File: config.mk
export PLATFORM = sky130hd
export DESIGN_NAME = key_nibble_loader
export DESIGN_NICKNAME = d
export VERILOG_FILES = /design/src/rtl/key_nibble_loader.sv
export SDC_FILE = /design/constraint.sdc
export NUM_CORES = 1
export LEC_CHECK = 0
export CAP_MARGIN = 20
export CORE_MARGIN = 2
export CORE_UTILIZATION = 49
export CTS_CLUSTER_DIAMETER = 80
export CTS_CLUSTER_SIZE = 10
export DETAILED_ROUTE_END_ITERATION = 6
export PLACE_DENSITY = 0.82
export REMOVE_ABC_BUFFERS = 1
export SYNTH_ARGS = -nofsm -noshare
export SYNTH_HDL_FRONTEND = slang
export SYNTH_SLANG_ARGS = --single-unit
File: constraint.sdc
create_clock -name i_clk -period 1.8 [get_ports i_clk]
set_clock_uncertainty 0.15 [all_clocks]
set_input_delay 0.27 -clock i_clk [delete_from_list [all_inputs] [get_ports i_clk]]
set_output_delay 0.27 -clock i_clk [all_outputs]
set_load 0.01 [all_outputs]
File: src/rtl/key_nibble_loader.sv
// Serial key loader for the 4-bit NAND latch key bank: shifts nibbles in, presents them, strobes latch-enable.
// Define KEY_PARITY_EN to add a trailing even-parity bit per nibble with sticky error reporting.
module key_nibble_loader #(
  parameter int KEY_NIBBLES = 4,
  parameter int LE_CYCLES   = 2
) (
  input  logic       i_clk,
  input  logic       i_rst,
  input  logic       i_start,
  input  logic       i_abort,
  input  logic       i_ser_bit,
  input  logic       i_ser_valid,
  output logic       o_ser_ready,
  output logic [3:0] o_key_data,
  output logic       o_key_le,
  output logic [3:0] o_key_sel,
  output logic       o_busy,
  output logic       o_done,
  output logic       o_par_err
);

`ifdef KEY_PARITY_EN
  localparam int NBITS = 5;
`else
  localparam int NBITS = 4;
`endif

  typedef enum logic [2:0] {
    S_IDLE, S_SHIFT, S_SETUP, S_STROBE, S_HOLD, S_DONE
  } state_t;

  state_t     r_state, w_state_nxt;
  logic [3:0] r_sreg, w_sreg_nxt;
  logic [2:0] r_bit_cnt;
  logic [3:0] r_le_cnt;
  logic [3:0] r_nib;
  logic       r_ser_ready, r_key_le, r_busy, r_done;
  logic [3:0] r_key_data, r_key_sel;
  logic       w_ready_nxt, w_le_nxt, w_busy_nxt, w_done_nxt;
  logic       w_xfer, w_last, w_start_ok, w_load;

  assign w_xfer     = r_ser_ready & i_ser_valid & (r_state == S_SHIFT);
  assign w_last     = w_xfer & (r_bit_cnt == 3'(NBITS - 1));
  assign w_start_ok = (r_state == S_IDLE) & i_start & ~i_abort;
  // The parity bit is the 5th transfer and is never shifted into the nibble.
  assign w_sreg_nxt = (w_xfer && r_bit_cnt < 3'd4) ? {r_sreg[2:0], i_ser_bit} : r_sreg;

`ifdef KEY_PARITY_EN
  logic w_par_bad;
  logic r_par_err;
  assign w_par_bad = (^r_sreg) != i_ser_bit;
`endif

  always_ff @(posedge i_clk or posedge i_rst) begin
    if (i_rst) r_state <= S_IDLE;
    else       r_state <= w_state_nxt;
  end

  always_comb begin
    w_state_nxt = r_state;
    if (i_abort) begin
      w_state_nxt = S_IDLE;
    end else begin
      case (r_state)
        S_IDLE:   if (i_start) w_state_nxt = S_SHIFT;
        S_SHIFT: begin
          if (w_last) begin
`ifdef KEY_PARITY_EN
            w_state_nxt = w_par_bad ? S_IDLE : S_SETUP;
`else
            w_state_nxt = S_SETUP;
`endif
          end
        end
        S_SETUP:  w_state_nxt = S_STROBE;
        S_STROBE: if (r_le_cnt == 4'd0) w_state_nxt = S_HOLD;
        S_HOLD:   w_state_nxt = (r_nib == 4'(KEY_NIBBLES - 1)) ? S_DONE : S_SHIFT;
        S_DONE:   w_state_nxt = S_IDLE;
        default:  w_state_nxt = S_IDLE;
      endcase
    end
  end

  // Outputs are registered from the next state so they line up with the state they describe.
  always_comb begin
    w_ready_nxt = (w_state_nxt == S_SHIFT);
    w_le_nxt    = (w_state_nxt == S_STROBE);
    w_busy_nxt  = (w_state_nxt != S_IDLE);
    w_done_nxt  = (w_state_nxt == S_DONE);
    w_load      = (w_state_nxt == S_SETUP);
  end

  always_ff @(posedge i_clk or posedge i_rst) begin
    if (i_rst) begin
      r_sreg      <= 4'd0;
      r_bit_cnt   <= 3'd0;
      r_le_cnt    <= 4'd0;
      r_nib       <= 4'd0;
      r_ser_ready <= 1'b0;
      r_key_le    <= 1'b0;
      r_busy      <= 1'b0;
      r_done      <= 1'b0;
      r_key_data  <= 4'd0;
      r_key_sel   <= 4'd0;
    end else begin
      r_ser_ready <= w_ready_nxt;
      r_key_le    <= w_le_nxt;
      r_busy      <= w_busy_nxt;
      r_done      <= w_done_nxt;

      if (i_abort || w_start_ok) begin
        r_sreg    <= 4'd0;
        r_bit_cnt <= 3'd0;
      end else if (w_xfer) begin
        r_sreg    <= w_sreg_nxt;
        r_bit_cnt <= w_last ? 3'd0 : r_bit_cnt + 3'd1;
      end

      if (r_state == S_SETUP)
        r_le_cnt <= 4'(LE_CYCLES - 1);
      else if (r_state == S_STROBE && r_le_cnt != 4'd0)
        r_le_cnt <= r_le_cnt - 4'd1;

      if (w_start_ok)
        r_nib <= 4'd0;
      else if (r_state == S_HOLD && w_state_nxt == S_SHIFT)
        r_nib <= r_nib + 4'd1;

      if (w_load) begin
        r_key_data <= w_sreg_nxt;
        r_key_sel  <= r_nib;
      end
    end
  end

`ifdef KEY_PARITY_EN
  always_ff @(posedge i_clk or posedge i_rst) begin
    if (i_rst)                          r_par_err <= 1'b0;
    else if (w_start_ok)                r_par_err <= 1'b0;
    else if (w_last && w_par_bad && !i_abort) r_par_err <= 1'b1;
  end
  assign o_par_err = r_par_err;
`else
  assign o_par_err = 1'b0;
`endif

  assign o_ser_ready = r_ser_ready;
  assign o_key_data  = r_key_data;
  assign o_key_le    = r_key_le;
  assign o_key_sel   = r_key_sel;
  assign o_busy      = r_busy;
  assign o_done      = r_done;

endmodule

==> results.sh <==
export IMPL_firstDrtPassIters=4
export IMPL_synth_cells=132
export IMPL_synth_area_leaders="dfrtp_1, mux2_2, o21ai_0"
export IMPL_clkPwrFrac=0.341
export IMPL_ys_seq_area_frac=0.501
export IMPL_hold_violations=0
export IMPL_crit_arrival_ps=1320
export IMPL_wl_mm=3.08
export IMPL_grt_max_degree=30
export IMPL_drc=0
export IMPL_comb_power_share=0.092
export IMPL_pwr_share_seq=0.567
export IMPL_place_congestion=0.770
export IMPL_p_per_area_nw_per_um2=633
export IMPL_antennaDiodeCount=0
export IMPL_post_place_ws_ps=-282
export IMPL_p_sw_frac=0.238
export IMPL_vias_per_cell=5.89
export IMPL_vias=1166
export IMPL_cts_htree_levels=2
export IMPL_postRouteAntennaNets=0
export IMPL_coreArea_sq_um=2780
export IMPL_hpwl_mm=2.14
export IMPL_p_leak_nw=0.813
export IMPL_p_switching_w=0.000277
export IMPL_clockBufferDepth=2
export IMPL_grt_setup_unrepaired="true"
export IMPL_crit_fanout=6
export IMPL_cp_cell_sequence="clkdlybuf4s50_1"
export IMPL_start_util=0.520
export IMPL_max_stage_delay_ps=570
export IMPL_async_flop_share=1.00
export IMPL_synth_seq_cells=29
export IMPL_final_cells=198
export IMPL_use_met2=0.319
export IMPL_grt_busiest_layer="met2"
export IMPL_power_w=0.00117
export IMPL_nets=176
export IMPL_use_met3=0.0462
export IMPL_critPathSlowestCell="clkdlybuf4s50_1"
export IMPL_clk_pin_slew_ps=90
export IMPL_dp_cells=190
export IMPL_cp_end_kind="primary output"
export IMPL_cts_root_buf="clkbuf_4"
export IMPL_dieWidth_um=58.4
export IMPL_setup_viol=0
export IMPL_first_iter_violations=53
export IMPL_fillCellCount=207
export IMPL_yosysTopAreaCellShare=0.501
export IMPL_die_height_um=58.4
export IMPL_ys_warn_count=0
export IMPL_cts_tree="built"
export IMPL_numPortBuffers=17
export IMPL_grt_util_all_layers=0.194
export IMPL_drive_above_1_share=0.269
export IMPL_crit_family="buffers and inverters"
export IMPL_grt_overflow=0
export IMPL_clkLatencyLatePin_ps=320
export IMPL_ir_drop_uv=698
export IMPL_die_area_sq_um=3410
export IMPL_critPathKind="flop to primary output"
export IMPL_syn2layout_area_growth_pct=27.4
export IMPL_slew_viol_final=0
export IMPL_syn_area_sq_um=1450
export IMPL_worst_path_buf_inv=1
export IMPL_design_area_sq_um=1840
export IMPL_layout_common_cells="dfrtp_1, buf_4, clkdlybuf4s50_1"
export IMPL_final_common_cell="dfrtp_1"
export IMPL_ioPinCount=19
export IMPL_grt_pass1_vias=1106
export IMPL_placed_cell_area_sq_um=1740
export IMPL_synth_edf_count=0
export IMPL_placementRows=19
export IMPL_fmax_mhz=573
export IMPL_worst_slack_ps=55.2
export IMPL_cts_buffers=5
export IMPL_antenna_found_initial=0
export IMPL_avgSynthCellArea_sq_um=11.0
export IMPL_start_kind="flop"
export IMPL_cp_required_ps=1380
export IMPL_grt_pass1_wl_mm=5.01
export IMPL_finalCritPeriodShare=0.969
export IMPL_grtUsageMet1=0.250
export IMPL_yosys_most_used_dff="dfrtp_1"
export IMPL_p_int_w=0.000890
export IMPL_setup_tns_ps=0
export IMPL_hp_class="input pin to asynchronous set/reset pin"
export IMPL_hold_buffers=0
export IMPL_cts_sinks=29
export IMPL_ys_types=48
export IMPL_wl_per_cell_um=15.5
export IMPL_period_minus_slack_ps=1740
export IMPL_max_cap_violations=0
export IMPL_yosys_area_top_type="dfrtp_1"
export IMPL_outcome="completed"
-- cells by family after synthesis --
| logic type | count (synthesis) | share of synthesized area |
|---|---|---|
| fa+ha+maj | 3 | 0.0259 |
| mux | 8 | 0.0622 |
| flops | 29 | 0.501 |
| simple gates | 42 | 0.208 |
| other cells | 1 | 0.00259 |
| compound gates | 37 | 0.158 |
| buf+inv | 12 | 0.0415 |
-- synth_stat cells (2+ instances only) --
master,count
dfrtp_1,29
a211oi_1,2
inv_1,6
mux2_2,8
a21oi_1,9
ha_1,3
nand3b_1,3
or3_1,2
nor2_1,4
nor2b_1,2
nand2_1,2
o21ai_0,15
nor4b_1,3
nand2b_1,3
nand4_1,2
nand3_1,5
buf_2,3
-- final cells by class --
cell class | instances | area, sq um | share of cell area
clock buffers | 7 | 55.1 | 0.0299
multi-input cells | 91 | 699 | 0.379
inverters | 6 | 22.5 | 0.0122
repair buffers | 34 | 300 | 0.163
well taps | 31 | 38.8 | 0.0210
flip-flops and latches | 29 | 728 | 0.395
-- registers in the layout (all words and copies together), names as in the netlist --
| signal | cells |
|---|---|
| o_key_data | 4 |
| o_key_sel | 4 |
| r_le_cnt | 4 |
| r_nib | 4 |
| r_bit_cnt | 3 |
| r_sreg | 3 |
| r_state | 3 |
| o_busy | 1 |
| o_done | 1 |
| o_key_le | 1 |
| o_ser_ready | 1 |
-- per-layer routing --
metal / up-vias / part of all wire
li1: 564 / -
met1: 565 / 0.47
met2: 33 / 0.48
met3: 4 / 0.043
met4: 0 / 0.010
met5: - / 0
-- worst paths after layout --
check / from / endpoint / slack, ps / depth (start not counted)
hold / removal: i_rst / r_nib[1] / 160 / 3
max in group asynchronous: i_rst / r_state[1] / 1040 / 3
setup reg to reg: r_state[1] / r_nib[3] / 100 / 3
min in group i_clk: i_abort / o_done / 260 / 4
hold reg to reg: o_key_data[2] / o_key_data[2] / 360 / 1
setup / recovery: o_ser_ready / o_ser_ready / 60 / 1
-- stage by stage --
stage	util	hold WS [ps]
6_report	0.663	162
5_1_grt	0.663	211
4_1_cts	0.648	170
3_5_place_dp	0.625	345
3_3_place_gp	0.625	337
2_1_floorplan	-	198
-- power by group through the flow --
stage | registers, W | logic [W] | clock network, W
6_report | 0.000662 | 0.000108 | 0.000398
2_1_floorplan | 0.000678 | 0.0000460 | 0
3_3_place_gp | 0.000675 | 0.0000996 | 0
4_1_cts | 0.000662 | 0.000102 | 0.000403
3_5_place_dp | 0.000675 | 0.000101 | 0
5_1_grt | 0.000663 | 0.000118 | 0.000432
-- timing repair --
action,4_1_cts,5_1_grt
hold endpoints to repair,0,0
buffers inserted,1,0
endpoints found under the setup margin,8,14
resized for setup,0,10
pin swaps,1,0
(Power assumes the default switching activity.)
